**src/rtl/axi_rd_arbiter.sv**
```systemverilog
// Two-master, one-slave AXI4 read-channel arbiter with round-robin grant,
// a grant held until the last R beat, and a sticky burst-length check.
module axi_rd_arbiter #(
  parameter int ADDR_W = 32,
  parameter int DATA_W = 64,
  parameter int ID_W   = 4
) (
  input  logic              aclk,
  input  logic              aresetn,
  // master 0 (instruction fetch)
  input  logic [ADDR_W-1:0] m0_araddr,
  input  logic [ID_W-1:0]   m0_arid,
  input  logic [7:0]        m0_arlen,
  input  logic [2:0]        m0_arsize,
  input  logic [1:0]        m0_arburst,
  input  logic              m0_arvalid,
  output logic              m0_arready,
  output logic [ID_W-1:0]   m0_rid,
  output logic [DATA_W-1:0] m0_rdata,
  output logic [1:0]        m0_rresp,
  output logic              m0_rlast,
  output logic              m0_rvalid,
  input  logic              m0_rready,
  // master 1 (load/store)
  input  logic [ADDR_W-1:0] m1_araddr,
  input  logic [ID_W-1:0]   m1_arid,
  input  logic [7:0]        m1_arlen,
  input  logic [2:0]        m1_arsize,
  input  logic [1:0]        m1_arburst,
  input  logic              m1_arvalid,
  output logic              m1_arready,
  output logic [ID_W-1:0]   m1_rid,
  output logic [DATA_W-1:0] m1_rdata,
  output logic [1:0]        m1_rresp,
  output logic              m1_rlast,
  output logic              m1_rvalid,
  input  logic              m1_rready,
  // slave
  output logic [ADDR_W-1:0] s_araddr,
  output logic [ID_W-1:0]   s_arid,
  output logic [7:0]        s_arlen,
  output logic [2:0]        s_arsize,
  output logic [1:0]        s_arburst,
  output logic              s_arvalid,
  input  logic              s_arready,
  input  logic [ID_W-1:0]   s_rid,
  input  logic [DATA_W-1:0] s_rdata,
  input  logic [1:0]        s_rresp,
  input  logic              s_rlast,
  input  logic              s_rvalid,
  output logic              s_rready,
  // status
  output logic              owner,
  output logic              busy,
  output logic              len_err
);

  typedef enum logic [1:0] {IDLE, ADDR, DATA} state_t;

  state_t     state_reg, state_next;
  logic       owner_reg, owner_next;
  logic [7:0] len_q_reg, len_q_next;
  logic [7:0] beat_cnt_reg, beat_cnt_next;
  logic       len_err_reg, len_err_next;
  logic       busy_reg;
  logic       grant;
  logic       ar_hs;
  logic       rd_hs;

  always_ff @(posedge aclk or negedge aresetn) begin
    if (!aresetn) begin
      state_reg    <= IDLE;
      owner_reg    <= 1'b1;
      len_q_reg    <= 8'd0;
      beat_cnt_reg <= 8'd0;
      len_err_reg  <= 1'b0;
      busy_reg     <= 1'b0;
    end else begin
      state_reg    <= state_next;
      owner_reg    <= owner_next;
      len_q_reg    <= len_q_next;
      beat_cnt_reg <= beat_cnt_next;
      len_err_reg  <= len_err_next;
      busy_reg     <= (state_next != IDLE);
    end
  end

  assign ar_hs = (state_reg == ADDR) && s_arvalid && s_arready;
  assign rd_hs = (state_reg == DATA) && s_rvalid && s_rready;

  // On a tie the master that did not hold the last grant wins.
  assign grant = (m0_arvalid && m1_arvalid) ? ~owner_reg : m1_arvalid;

  always_comb begin
    state_next    = state_reg;
    owner_next    = owner_reg;
    len_q_next    = len_q_reg;
    beat_cnt_next = beat_cnt_reg;
    len_err_next  = len_err_reg;
    case (state_reg)
      IDLE: begin
        if (m0_arvalid || m1_arvalid) begin
          owner_next    = grant;
          len_q_next    = grant ? m1_arlen : m0_arlen;
          beat_cnt_next = 8'd0;
          state_next    = ADDR;
        end
      end
      ADDR: begin
        if (ar_hs) state_next = DATA;
      end
      DATA: begin
        if (rd_hs) begin
          beat_cnt_next = beat_cnt_reg + 8'd1;
          if (s_rlast) begin
            state_next = IDLE;
            if (beat_cnt_reg != len_q_reg) len_err_next = 1'b1;
          end else if (beat_cnt_reg == len_q_reg) begin
            len_err_next = 1'b1;
          end
        end
      end
      default: state_next = IDLE;
    endcase
  end

  // Routing is purely combinational from the registered state and owner.
  always_comb begin
    s_araddr   = '0;
    s_arid     = '0;
    s_arlen    = '0;
    s_arsize   = '0;
    s_arburst  = '0;
    s_arvalid  = 1'b0;
    s_rready   = 1'b0;
    m0_arready = 1'b0;
    m0_rid     = '0;
    m0_rdata   = '0;
    m0_rresp   = '0;
    m0_rlast   = 1'b0;
    m0_rvalid  = 1'b0;
    m1_arready = 1'b0;
    m1_rid     = '0;
    m1_rdata   = '0;
    m1_rresp   = '0;
    m1_rlast   = 1'b0;
    m1_rvalid  = 1'b0;
    if (state_reg == ADDR) begin
      if (owner_reg) begin
        s_araddr   = m1_araddr;
        s_arid     = m1_arid;
        s_arlen    = m1_arlen;
        s_arsize   = m1_arsize;
        s_arburst  = m1_arburst;
        s_arvalid  = m1_arvalid;
        m1_arready = s_arready;
      end else begin
        s_araddr   = m0_araddr;
        s_arid     = m0_arid;
        s_arlen    = m0_arlen;
        s_arsize   = m0_arsize;
        s_arburst  = m0_arburst;
        s_arvalid  = m0_arvalid;
        m0_arready = s_arready;
      end
    end
    if (state_reg == DATA) begin
      if (owner_reg) begin
        s_rready  = m1_rready;
        m1_rid    = s_rid;
        m1_rdata  = s_rdata;
        m1_rresp  = s_rresp;
        m1_rlast  = s_rlast;
        m1_rvalid = s_rvalid;
      end else begin
        s_rready  = m0_rready;
        m0_rid    = s_rid;
        m0_rdata  = s_rdata;
        m0_rresp  = s_rresp;
        m0_rlast  = s_rlast;
        m0_rvalid = s_rvalid;
      end
    end
  end

  assign owner   = owner_reg;
  assign busy    = busy_reg;
  assign len_err = len_err_reg;

endmodule

```
**config.mk**
```make
export PLATFORM = sky130hd
export DESIGN_NAME = axi_rd_arbiter
export DESIGN_NICKNAME = d
export VERILOG_FILES = /design/src/rtl/axi_rd_arbiter.sv
export SDC_FILE = /design/constraint.sdc
export NUM_CORES = 1
export LEC_CHECK = 0
export ABC_CLOCK_PERIOD_IN_PS = 3200
export BUFFER_PORTS_ARGS = -buffer_cell sky130_fd_sc_hd__buf_2
export CORE_AREA = 10 10 137 139
export CTS_BUF_LIST = sky130_fd_sc_hd__clkbuf_8
export DETAILED_ROUTE_END_ITERATION = 7
export DIE_AREA = 0 0 147 149
export SETUP_SLACK_MARGIN = 0.3
export SLEW_MARGIN = 30
export SYNTH_ARGS = -nofsm -noshare
export SYNTH_HDL_FRONTEND = slang
export SYNTH_SLANG_ARGS = --single-unit
```
**constraint.sdc**
```tcl
create_clock -name aclk -period 3.2 [get_ports aclk]
set_input_delay 0.48 -clock aclk [delete_from_list [all_inputs] [get_ports aclk]]
set_output_delay 0.48 -clock aclk [all_outputs]
set_load 0.05 [all_outputs]
```
## Word level (Yosys, flattened, before mapping)

Cells that the tools add are included.

- $add $sub $neg: 1
- Equal/unequal tests: 7
- Multiplexer cells: 51
- Bitwise operators: 1
- Reduce and logical (&&, ||, !) cells: 13

Operators by type and width:

| operator | number |
|---|---|
| $mux 64 | 4 |
| $mux 32 | 2 |
| $mux 8 | 5 |
| $mux 4 | 6 |
| $mux 1 | 20 |
| $mux 2 | 10 |
| $pmux 8 s2 | 1 |
| $add 8x1->8 const B | 1 |
| $eq 8x8->1 | 1 |
| $ne 8x8->1 | 1 |
| $mux 3 | 2 |
| $pmux 2 s3 | 1 |
| $reduce_bool 2->1 | 3 |
| $logic_and 1x1->1 | 5 |
| $ne 2x2->1 const B | 2 |
| $reduce_and 4->1 | 1 |
| $reduce_and 3->1 | 1 |
| $eq 2x1->1 const B | 1 |
| $eq 2x2->1 const B | 1 |
| $logic_not 2->1 | 1 |
| $ne 2x1->1 const B | 1 |
| $reduce_and 2->1 | 1 |
| $logic_or 1x1->1 | 1 |
| $not 1->1 | 1 |

- Register bits after elaboration: 21

## Longest topological paths before layout

- Word-level depth: 7
- Mapped depth: 5
- Mapped depth without buffers: 5

## Worst setup path before layout

Ideal clock, no wire load.

- Path type: reg-to-output
- From: register owner_reg (netlist: owner)
- To: output s_araddr[31]
- Arrival time: 2.032 ns
- Setup slack: 0.688 ns
- Stages on the path, launching flop included: 5
- Path buffers: 2
- Cells stage by stage: dfstp_2 buf_2 buf_1 mux2i_1 nor2_1

- Word-level cells in the longest chain between the ends: 2

RTL lines:

| item | line | RTL |
|---|---|---|
| start, declared | 61 | `logic owner_reg, owner_next;` |
| start signal, assigned | 80 | `owner_reg <= owner_next;` |
| $mux 32 | 149 | `if (owner_reg) begin` |
| $mux 32 | 148 | `if (state_reg == ADDR) begin` |
| end, declared | 39 | `output logic [ADDR_W-1:0] s_araddr,` |

Every way passes these cells.

## Final worst setup path

- From: register owner_reg (netlist: owner)
- To: output s_arvalid

- Word-level cells in the longest chain between the ends: 2

RTL lines:

| item | line | RTL |
|---|---|---|
| $mux 1 | 149 |  |
| $mux 1 | 148 |  |
| end, declared | 44 | `output logic s_arvalid,` |

Every way passes these cells.

==> impl_metrics.yaml <==
placed_design:
  placed_cell_area_um2: 4980
  dp_hpwl_um: 14900
  gp_congestion: 0.856
  io_buffer_count: 376
cts:
  clock_sinks: 21
  clk_path_buf_depth: 2
  postCtsHoldBufs: 0
  cts-resized-gates: 0
  postCtsSetupRepairBufs: 0
  root_buffer: "clkbuf_8"
  cts.htree.levels: 1
  cts_tree: "done"
  cts-buffers-inserted: 3
  clk_latency_ns: 0.27
  clk_pin_slew_ns: 0.08
run_status:
  outcome: "finished, final reports clean"
power_and_ir_drop:
  p_leak_uw: 0.00328
  cellPowerDensity_nw_per_um2: 882
  peakVddDrop_mv: 0.614
finish:
  seqCellArea_um2: 531
  fill_cells: 1761
  utilization: 0.311
  areaGrowthSynthToFinish_pct: 74.9
  design_area_um2: 5030
  nets: 926
  multiInputGateArea_um2: 2210
  final_layout_size_suffix_gt1_frac: 0.526
  n_antenna_cell: 0
drt:
  vias_per_cell: 4.30
  drc: 0
  wire_per_inst_um: 17.8
  drt_iter0_markers: 146
  vias: 4155
  ant_nets: 0
  drt_wl_total_um: 17200
  first_pass_iters: 4
worst_hold_path:
  hp-class: "in2async"
logic_synthesis:
  synth_nets: 577
  synthXorXnorAreaFrac: 0.0304
  synthAdderAreaFrac: 0.00435
  synth-edff-count: 0
  async_flop_share: 1.00
  netlist_area_um2: 2880
  ys_types: 33
  synth_cells: 399
  synth_mux_area_frac: 0.206
  synth_top_family_by_area: "simple AND/OR/NAND/NOR gates"
  ys_seq_elements: 21
  synthTopCellsByArea: "mux2i_1 (20%), dfrtp_1 (17%), and2_1 (16%)"
  synth_top_area_share: 0.202
  synth.largest_area_cell: "mux2i_1"
  synth_flop_cell: "dfrtp_1"
  ys_seq_area_frac: 0.183
  synth-compound-area-share: 0.0509
  synthSimpleGateAreaFrac: 0.471
  syn_area_per_cell_um2: 7.21
  netlist_top_cells_count: "and2_1 (75), and3_1 (75), mux2i_1 (58)"
  ys_warn_count: 0
sta:
  whs_ns: 0.153
  tightestPinTransition_ns: 0.637
  max-slew-margin-rel: 0.575
  finalSetupTns_ns: 0
  fin_skew_ns: 0.00210
  finalHoldViolations: 0
  finalSetupViolCount: 0
  min_period_over_period: 0.846
  slew_viol_final: 0
  fin_crit_ns: 2.71
  fmax_ghz: 0.370
  rsz0062_at_grt: "no"
die:
  start_util: 0.178
  dieWidth_um: 147
  die_h_um: 149
  ioPinCount: 377
  core_area_um2: 16200
  num_rows: 47
  die_area_um2: 21900
setup_path:
  cp-start-kind: "flop"
  path_class: "reg2out"
  cp.arrival_ns: 2.23
  endpoint_kind: "primary output"
  r2r_setup_slack_ns: 0.96
  crit_fanout: 57
  worstPathRequired_ns: 2.72
global_route:
  grt_max_degree: 58
  grtUsageTotal: 0.142
  antenna_found_initial: 2
  grt_pass1_wl_um: 25500
  grt_pass1_vias: 4316
  overflow: 0
run:
  drv_cap: 0
[report_power, final]
part	switching [uW]	internal [uW]	leakage, uW	total [uW]
Clock	91.6	87.0	0.0000255	179
Combinational	2850	925	0.00298	3780
Sequential	121	358	0.000269	479
[logic make-up after synthesis]
group | Yosys count
simple gates | 243
mux | 59
buf+inv | 40
compound gates | 25
flops | 21
xor+xnor | 10
fa+ha+maj | 1
[final timing paths]
check	endpoint	startpoint	depth (start not counted)
worst max register to register	busy	state_reg[0]	5
worst max-delay path	s_arvalid	owner	4
worst min register to register	len_err	len_err	1
max in group asynchronous	owner	aresetn	1
min in group aclk	len_err	len_err	1
worst min-delay path	len_q_reg[7]	aresetn	1
[layout make-up]
class,instances,share of cell area
clock inverters,1,0.000995
well taps,220,0.0547
flip-flops and latches,21,0.105
inverters,1,0.000746
multi-input cells,338,0.439
clock buffers,3,0.00821
repair buffers,383,0.391
[cell usage in the layout (no fill, tap or decap), types with 2 or more instances in the layout]
cell type / instances
a21oi_1: 5
and2_1: 75
and3_1: 75
buf_2: 376
buf_4: 5
clkbuf_8: 3
dfrtp_1: 20
mux2i_1: 58
nand2_1: 17
nand3_1: 2
nand4_1: 6
nor2_1: 54
nor2b_1: 2
o21a_1: 2
o21ai_0: 11
o31ai_1: 3
or3_1: 2
or4_1: 3
xnor2_1: 8
xor2_1: 2
[metrics by stage]
step,setup WS (ns),power (uW),cells
5_1_grt,0.307,4720,967
4_1_cts,0.434,4490,967
3_3_place_gp,0.600,4280,962
3_5_place_dp,0.723,4310,963
2_1_floorplan,0.688,3340,399
6_report,0.494,4440,967
[metal layers]
metal,part of all wire,GRT usage,up-vias
li1,-,-,2054
met5,0,0,-
met4,0.014,0.0238,0
met1,0.40,0.165,1840
met2,0.49,0.249,245
met3,0.099,0.0504,16
[critical path: stages, from the launching register on]
cell     delay [ns]
dfstp_4        0.85
buf_4          0.51
mux2i_1        0.28
nor2_1         0.05
buf_2          0.24
(Power assumes the default switching activity.)
